[config.mk]
export PLATFORM = sky130hd
export DESIGN_NAME = arf_rat_flat
export DESIGN_NICKNAME = d
export VERILOG_FILES = /design/src/rtl/arf_rat_if.sv /design/src/rtl/arf_rat.sv /design/src/flat_wrapper.sv
export SDC_FILE = /design/constraint.sdc
export NUM_CORES = 2
export LEC_CHECK = 0
export BUFFER_PORTS_ARGS = -buffer_cell sky130_fd_sc_hd__buf_4
export CORE_ASPECT_RATIO = 1.1
export CORE_MARGIN = 4
export CORE_UTILIZATION = 40
export DETAILED_ROUTE_END_ITERATION = 8
export GPL_TIMING_DRIVEN = 0
export PLACE_DENSITY = 0.57
export SLEW_MARGIN = 20
export SYNTH_ARGS = -nofsm -noshare
export SYNTH_HDL_FRONTEND = slang
export SYNTH_SLANG_ARGS = --single-unit
[constraint.sdc]
create_clock -name clk -period 8.35 [get_ports clk]
set_clock_uncertainty 0.1 [all_clocks]
set_input_delay 1.2525 -clock clk [delete_from_list [all_inputs] [get_ports clk]]
set_output_delay 1.2525 -clock clk [all_outputs]
set_load 0.03 [all_outputs]
[src/rtl/arf_rat_if.sv]
// Purpose : bundle of dispatch, retire, flush and source-lookup signals for arf_rat.
// Latency : n/a (wires only); lookups answer combinationally in the same cycle.
// Backpr. : none; dispatch/retire are already qualified strobes, so there is no ready.
// Ports   : master = pipeline side (drives strobes and src ids), slave = arf_rat.
interface arf_rat_if #(
   parameter int ARF_ID_WIDTH   = 5,
   parameter int ROB_ID_WIDTH   = 3,
   parameter int REG_DATA_WIDTH = 32
);
   logic                      dispatch_fire;
   logic                      dispatch_dst_valid;
   logic [ARF_ID_WIDTH-1:0]   dispatch_dst_arf_id;
   logic [ROB_ID_WIDTH-1:0]   dispatch_rob_id;

   logic [ARF_ID_WIDTH-1:0]   src1_arf_id;
   logic                      src1_renamed;
   logic [ROB_ID_WIDTH-1:0]   src1_rob_id;
   logic [REG_DATA_WIDTH-1:0] src1_reg_data;

   logic [ARF_ID_WIDTH-1:0]   src2_arf_id;
   logic                      src2_renamed;
   logic [ROB_ID_WIDTH-1:0]   src2_rob_id;
   logic [REG_DATA_WIDTH-1:0] src2_reg_data;

   logic                      retire;
   logic [ROB_ID_WIDTH-1:0]   retire_rob_id;
   logic [ARF_ID_WIDTH-1:0]   retire_arf_id;
   logic [REG_DATA_WIDTH-1:0] retire_reg_data;

   logic                      flush;

   modport master (
      output dispatch_fire, dispatch_dst_valid, dispatch_dst_arf_id, dispatch_rob_id,
      output src1_arf_id, src2_arf_id,
      output retire, retire_rob_id, retire_arf_id, retire_reg_data, flush,
      input  src1_renamed, src1_rob_id, src1_reg_data,
      input  src2_renamed, src2_rob_id, src2_reg_data
   );

   modport slave (
      input  dispatch_fire, dispatch_dst_valid, dispatch_dst_arf_id, dispatch_rob_id,
      input  src1_arf_id, src2_arf_id,
      input  retire, retire_rob_id, retire_arf_id, retire_reg_data, flush,
      output src1_renamed, src1_rob_id, src1_reg_data,
      output src2_renamed, src2_rob_id, src2_reg_data
   );
endinterface

[src/rtl/arf_rat.sv]
// Purpose : architectural register file + register alias table at the ROB retire end.
// Latency : lookups combinational (retire bypass same cycle); dispatch mapping visible next cycle.
// Backpr. : none; every dispatch/retire strobe is accepted unconditionally.
// Ports   : clk, rst_aL (async active-low), io (arf_rat_if.slave: dispatch, retire, flush, 2 src ports).
module arf_rat #(
   parameter int N_ARF          = 32,
   parameter int ARF_ID_WIDTH   = 5,
   parameter int ROB_ID_WIDTH   = 3,
   parameter int REG_DATA_WIDTH = 32
) (
   input logic      clk,
   input logic      rst_aL,
   arf_rat_if.slave io
);
   logic [REG_DATA_WIDTH-1:0] data_q [N_ARF];
   logic [ROB_ID_WIDTH-1:0]   tag_q  [N_ARF];
   logic [N_ARF-1:0]          tag_valid_q;

   logic [ARF_ID_WIDTH-1:0]   src_id  [2];
   logic                      src_ren [2];
   logic [ROB_ID_WIDTH-1:0]   src_rob [2];
   logic [REG_DATA_WIDTH-1:0] src_dat [2];

   assign src_id[0] = io.src1_arf_id;
   assign src_id[1] = io.src2_arf_id;

   // Lookup sees pre-edge state only; the one exception is the retire bypass,
   // which forwards a committing value whose tag still owns the register.
   always_comb begin
      for (int p = 0; p < 2; p++) begin
         src_ren[p] = 1'b0;
         src_rob[p] = '0;
         src_dat[p] = '0;
         if (src_id[p] != '0) begin
            if (io.retire && (io.retire_arf_id == src_id[p]) &&
                tag_valid_q[src_id[p]] && (tag_q[src_id[p]] == io.retire_rob_id)) begin
               src_dat[p] = io.retire_reg_data;
            end else if (tag_valid_q[src_id[p]]) begin
               src_ren[p] = 1'b1;
               src_rob[p] = tag_q[src_id[p]];
               src_dat[p] = data_q[src_id[p]];
            end else begin
               src_dat[p] = data_q[src_id[p]];
            end
         end
      end
   end

   assign io.src1_renamed  = src_ren[0];
   assign io.src1_rob_id   = src_rob[0];
   assign io.src1_reg_data = src_dat[0];
   assign io.src2_renamed  = src_ren[1];
   assign io.src2_rob_id   = src_rob[1];
   assign io.src2_reg_data = src_dat[1];

   logic ret_wr;
   logic disp_wr;

   assign ret_wr  = io.retire && (io.retire_arf_id != '0);
   assign disp_wr = io.dispatch_fire && io.dispatch_dst_valid && (io.dispatch_dst_arf_id != '0);

   always_ff @(posedge clk or negedge rst_aL) begin
      if (!rst_aL) begin
         for (int i = 0; i < N_ARF; i++) begin
            data_q[i] <= '0;
            tag_q[i]  <= '0;
         end
         tag_valid_q <= '0;
      end else begin
         for (int i = 0; i < N_ARF; i++) begin
            // Retire always commits data: retirement is in order, so even a
            // re-renamed register must hold this value architecturally.
            if (ret_wr && (io.retire_arf_id == ARF_ID_WIDTH'(i))) begin
               data_q[i] <= io.retire_reg_data;
            end
            // Priority: flush kills everything (incl. same-cycle dispatch),
            // then a new dispatch mapping beats a retire that would clear it.
            if (io.flush) begin
               tag_valid_q[i] <= 1'b0;
            end else if (disp_wr && (io.dispatch_dst_arf_id == ARF_ID_WIDTH'(i))) begin
               tag_valid_q[i] <= 1'b1;
               tag_q[i]       <= io.dispatch_rob_id;
            end else if (ret_wr && (io.retire_arf_id == ARF_ID_WIDTH'(i)) &&
                         (tag_q[i] == io.retire_rob_id)) begin
               // Only the mapping owned by this ROB entry is released.
               tag_valid_q[i] <= 1'b0;
            end
         end
      end
   end
endmodule

[src/flat_wrapper.sv]
// flat-port wrapper written by rule: the top's interface ports become plain ports
module arf_rat_flat 
#(
   parameter int N_ARF          = 32,
   parameter int ARF_ID_WIDTH   = 5,
   parameter int ROB_ID_WIDTH   = 3,
   parameter int REG_DATA_WIDTH = 32
)
  (clk, rst_aL, io_dispatch_fire, io_dispatch_dst_valid, io_dispatch_dst_arf_id, io_dispatch_rob_id, io_src1_arf_id, io_src2_arf_id, io_retire, io_retire_rob_id, io_retire_arf_id, io_retire_reg_data, io_flush, io_src1_renamed, io_src1_rob_id, io_src1_reg_data, io_src2_renamed, io_src2_rob_id, io_src2_reg_data);
  arf_rat_if #(.ARF_ID_WIDTH(ARF_ID_WIDTH), .ROB_ID_WIDTH(ROB_ID_WIDTH), .REG_DATA_WIDTH(REG_DATA_WIDTH)) io_i ();
  input logic clk;
  input logic rst_aL;
  input wire logic [$bits(io_i.dispatch_fire)-1:0] io_dispatch_fire;
  input wire logic [$bits(io_i.dispatch_dst_valid)-1:0] io_dispatch_dst_valid;
  input wire logic [$bits(io_i.dispatch_dst_arf_id)-1:0] io_dispatch_dst_arf_id;
  input wire logic [$bits(io_i.dispatch_rob_id)-1:0] io_dispatch_rob_id;
  input wire logic [$bits(io_i.src1_arf_id)-1:0] io_src1_arf_id;
  input wire logic [$bits(io_i.src2_arf_id)-1:0] io_src2_arf_id;
  input wire logic [$bits(io_i.retire)-1:0] io_retire;
  input wire logic [$bits(io_i.retire_rob_id)-1:0] io_retire_rob_id;
  input wire logic [$bits(io_i.retire_arf_id)-1:0] io_retire_arf_id;
  input wire logic [$bits(io_i.retire_reg_data)-1:0] io_retire_reg_data;
  input wire logic [$bits(io_i.flush)-1:0] io_flush;
  output wire logic [$bits(io_i.src1_renamed)-1:0] io_src1_renamed;
  output wire logic [$bits(io_i.src1_rob_id)-1:0] io_src1_rob_id;
  output wire logic [$bits(io_i.src1_reg_data)-1:0] io_src1_reg_data;
  output wire logic [$bits(io_i.src2_renamed)-1:0] io_src2_renamed;
  output wire logic [$bits(io_i.src2_rob_id)-1:0] io_src2_rob_id;
  output wire logic [$bits(io_i.src2_reg_data)-1:0] io_src2_reg_data;
  assign io_i.dispatch_fire = io_dispatch_fire;
  assign io_i.dispatch_dst_valid = io_dispatch_dst_valid;
  assign io_i.dispatch_dst_arf_id = io_dispatch_dst_arf_id;
  assign io_i.dispatch_rob_id = io_dispatch_rob_id;
  assign io_i.src1_arf_id = io_src1_arf_id;
  assign io_i.src2_arf_id = io_src2_arf_id;
  assign io_i.retire = io_retire;
  assign io_i.retire_rob_id = io_retire_rob_id;
  assign io_i.retire_arf_id = io_retire_arf_id;
  assign io_i.retire_reg_data = io_retire_reg_data;
  assign io_i.flush = io_flush;
  assign io_src1_renamed = io_i.src1_renamed;
  assign io_src1_rob_id = io_i.src1_rob_id;
  assign io_src1_reg_data = io_i.src1_reg_data;
  assign io_src2_renamed = io_i.src2_renamed;
  assign io_src2_rob_id = io_i.src2_rob_id;
  assign io_src2_reg_data = io_i.src2_reg_data;
  arf_rat #(.N_ARF(N_ARF), .ARF_ID_WIDTH(ARF_ID_WIDTH), .ROB_ID_WIDTH(ROB_ID_WIDTH), .REG_DATA_WIDTH(REG_DATA_WIDTH)) u_core (.clk(clk), .rst_aL(rst_aL), .io(io_i));
endmodule
==> results.yml <==
power:
  peakVddDrop_mv: 0.181
  netSwitchingPower_uw: 4770
  clkPwrFrac_pct: 36.0
  power_frac_comb_pct: 21.6
  seq_power_share_pct: 42.5
  intPower_uw: 12400
  switching_share_pct: 27.8
  cellLeakagePower_uw: 0.0305
  powerDensity_nw_per_um2: 238
synth:
  syn_nets: 4191
  synth_cells: 4127
  synth_top_family_by_area: "multiplexers"
  synthSimpleGateAreaFrac_pct: 3.04
  synthArstFlopShare_pct: 100
  synth_top_flop_cell: "dfrtp_1"
  synth_fa_ha_area_share_pct: 0
  yosysUniqueCellTypes: 57
  synth_area_sq_um: 63400
  yosysWarnings: 0
  ys_ff_latch: 1152
  synth_compound_area_share_pct: 1.22
  synth_edf_count: 0
  avgSynthCellArea_sq_um: 15.4
  synth_mux_area_share_pct: 45.5
  synthXorXnorAreaFrac_pct: 1.48
  yosysSeqAreaShare_pct: 45.5
detailed_routing:
  wl_per_cell_um: 34.8
  viasPerCell: 6.30
  finalWirelength_um: 229000
  drt_iter0_drc: 3907
  antenna_left: 0
  drc: 0
  dr.pass1.iters: 7
  vias: 41500
job:
  maxCapViolations: 0
critical_path:
  startpoint_type: "primary input"
  crit_arrival_ns: 6.35
  r2r_start: "u_core.tag_q[60]"
  endpoint_kind: "output pin"
  r2r_cells: 3
  critical-path-slowest-cell: "buf_1"
  rrSetupSlack_ns: 6.72
  crit_family: "buffers and inverters"
  reg2reg_to: "u_core.tag_valid_q[11]"
  critPathMaxStageDelay_ns: 0.85
  cp_num_buf_inv: 8
  path_class: "in2out"
  cp_max_fo: 10
  crit_chain: "buf_4 -> buf_2 -> buf_2 -> buf_2 -> buf_1 -> nand3b_1 -> clkbuf_1 -> clkbuf_1 -> nand2_1 -> mux2i_1 -> buf_4"
  cp.required_ns: 7.00
  cp_common_cell: "buf_2"
global_route:
  grt_use_total_pct: 27.8
  gr-total-overflow: 0
  grt_max_degree: 141
  antenna_found_initial: 6
  grt_pass1_wl_um: 325000
  grt_pass1_vias: 43000
clock_tree:
  ctsResizeCount: 0
  insertion_delay_ns: 0.78
  postCtsHoldBufs: 0
  clock_path_buffers: 3
  clkSlewWorstSetupHoldPaths_ns: 0.05
  cts_max_level: 4
  cts_buffers: 135
  cts-root-buf: "clkbuf_16"
  cts.sinks: 1152
  cts_tree: "done"
  cts_setup_buffers: 0
floorplan:
  dieHeight_um: 425
  pin_count: 136
  fp.dieArea_sq_um: 165000
  row_count: 152
  coreArea_sq_um: 157000
  start_util_pct: 40.4
  die_w_um: 388
final_layout:
  area_growth_pct: 13.4
  fillers: 14000
  mostFrequentLayoutCells: "dfrtp_1, mux2_2, mux4_2"
  final_common_cell: "dfrtp_1"
  fin_nets: 4466
  drive_above_1_share_pct: 51.0
worst_hold_path:
  hp-class: "in2async"
sta:
  hold_viol_final: 0
  slew_headroom_pct: 15.3
  min_period_ns: 7.70
  final.period_utilization_pct: 92.2
  worstMarginPinSlew_ns: 1.27
  fmax_ghz: 0.130
  finalSetupViolations: 0
  fin_ws_ns: 0.651
  slew_viol_final: 0
  holdWs_ns: 0.287
  rsz0062_at_grt: "no"
place:
  port_buffers: 122
  place_ws_ns: 0.818
  gp_congestion: 0.903
  place_hpwl_um: 161000
run_status:
  outcome: "complete, no violations"
==> stage by stage <==
stage	total power, uW	instance area [sq um]	TNS [ns]	utilization [%]	cells
after floorplan	9760	63400	0	-	4127
after global placement	10900	66900	-9838.67	42.7	6328
after global routing	17800	71900	0	45.9	6584
after CTS	17200	71900	0	45.9	6583
after detailed placement	11000	67300	0	43.0	6344
final	17100	71900	0	45.9	6587
==> registers in the layout, summed over array words and instances (netlist names) <==
| register | count |
|---|---|
| u_core.tag_q | 96 |
| u_core.tag_valid_q | 32 |
| u_core.data_q | 1024 |
==> cells by family after synthesis <==
kind of cell | count (synthesis)
compound gates | 104
xor+xnor | 107
buf+inv | 465
flops | 1152
mux | 1874
simple gates | 425
==> layer usage <==
layer	up-vias	global-route usage [%]	routed length [um]
met5	-	0	27
met3	525	6.73	16700
met1	22800	36.6	93500
li1	16500	-	-
met2	1747	43.8	107000
met4	4	12.8	12200
==> cell type report <==
class / count / area [sq um] / area share [%]
well taps: 2079 / 2600 / 3.62
repair buffers: 138 / 1260 / 1.75
inverters: 5 / 18.8 / 0.0261
multi-input cells: 2510 / 32500 / 45.2
clock inverters: 32 / 487 / 0.677
clock buffers: 207 / 4070 / 5.66
flip-flops and latches: 1152 / 28800 / 40.1
plain buffers: 460 / 2110 / 2.94
diodes: 4 / 10.0 / 0.0139
==> synthesized netlist by cell type, types with 4 or more instances <==
master	n	area share [%]
nand4_1	15	0.15
nor3_1	14	0.11
and3_1	4	0.039
buf_4	6	0.071
a32o_1	8	0.13
dfrtp_1	1152	45
a21oi_1	7	0.055
nor4_1	24	0.24
nand2b_1	6	0.059
mux2_2	1086	19
buf_1	75	0.44
nor3b_1	5	0.059
nand3_1	6	0.047
mux2i_1	89	1.4
o211ai_1	35	0.41
xnor2_1	47	0.65
buf_6	16	0.28
clkbuf_1	290	1.7
o221ai_1	5	0.069
mux4_2	698	25
xor2_1	60	0.83
nor2b_1	11	0.11
nor2_1	125	0.74
a22oi_1	4	0.047
nand2_1	168	1.0
buf_2	67	0.53
a31o_2	9	0.12
or2_1	32	0.32
o21ai_0	17	0.13
==> worst max-delay path by stage <==
stage | depth (start not counted) | from | slack [ns] | end
5_1_grt | 11 | io_src2_arf_id[1] | 0.65 | io_src2_reg_data[31]
3_5_place_dp | 11 | io_src2_arf_id[1] | 0.82 | io_src2_reg_data[31]
6_report | 11 | io_src2_arf_id[1] | 0.65 | io_src2_reg_data[31]
4_1_cts | 11 | io_src2_arf_id[1] | 0.80 | io_src2_reg_data[31]
3_3_place_gp | 1 | rst_aL | -8.80 | u_core.data_q[872]
2_1_floorplan | 10 | io_src2_arf_id[0] | 3.14 | io_src2_rob_id[0]
==> power groups by stage <==
stage	Sequential (uW)	Combinational [uW]	Clock, uW
floorplan	7100	2660	0
global placement	7290	3630	0
detailed placement	7350	3700	0
CTS	7250	3710	6260
global route	7390	3910	6470
finish	7270	3690	6160
Power figures use the tool's default switching activity.
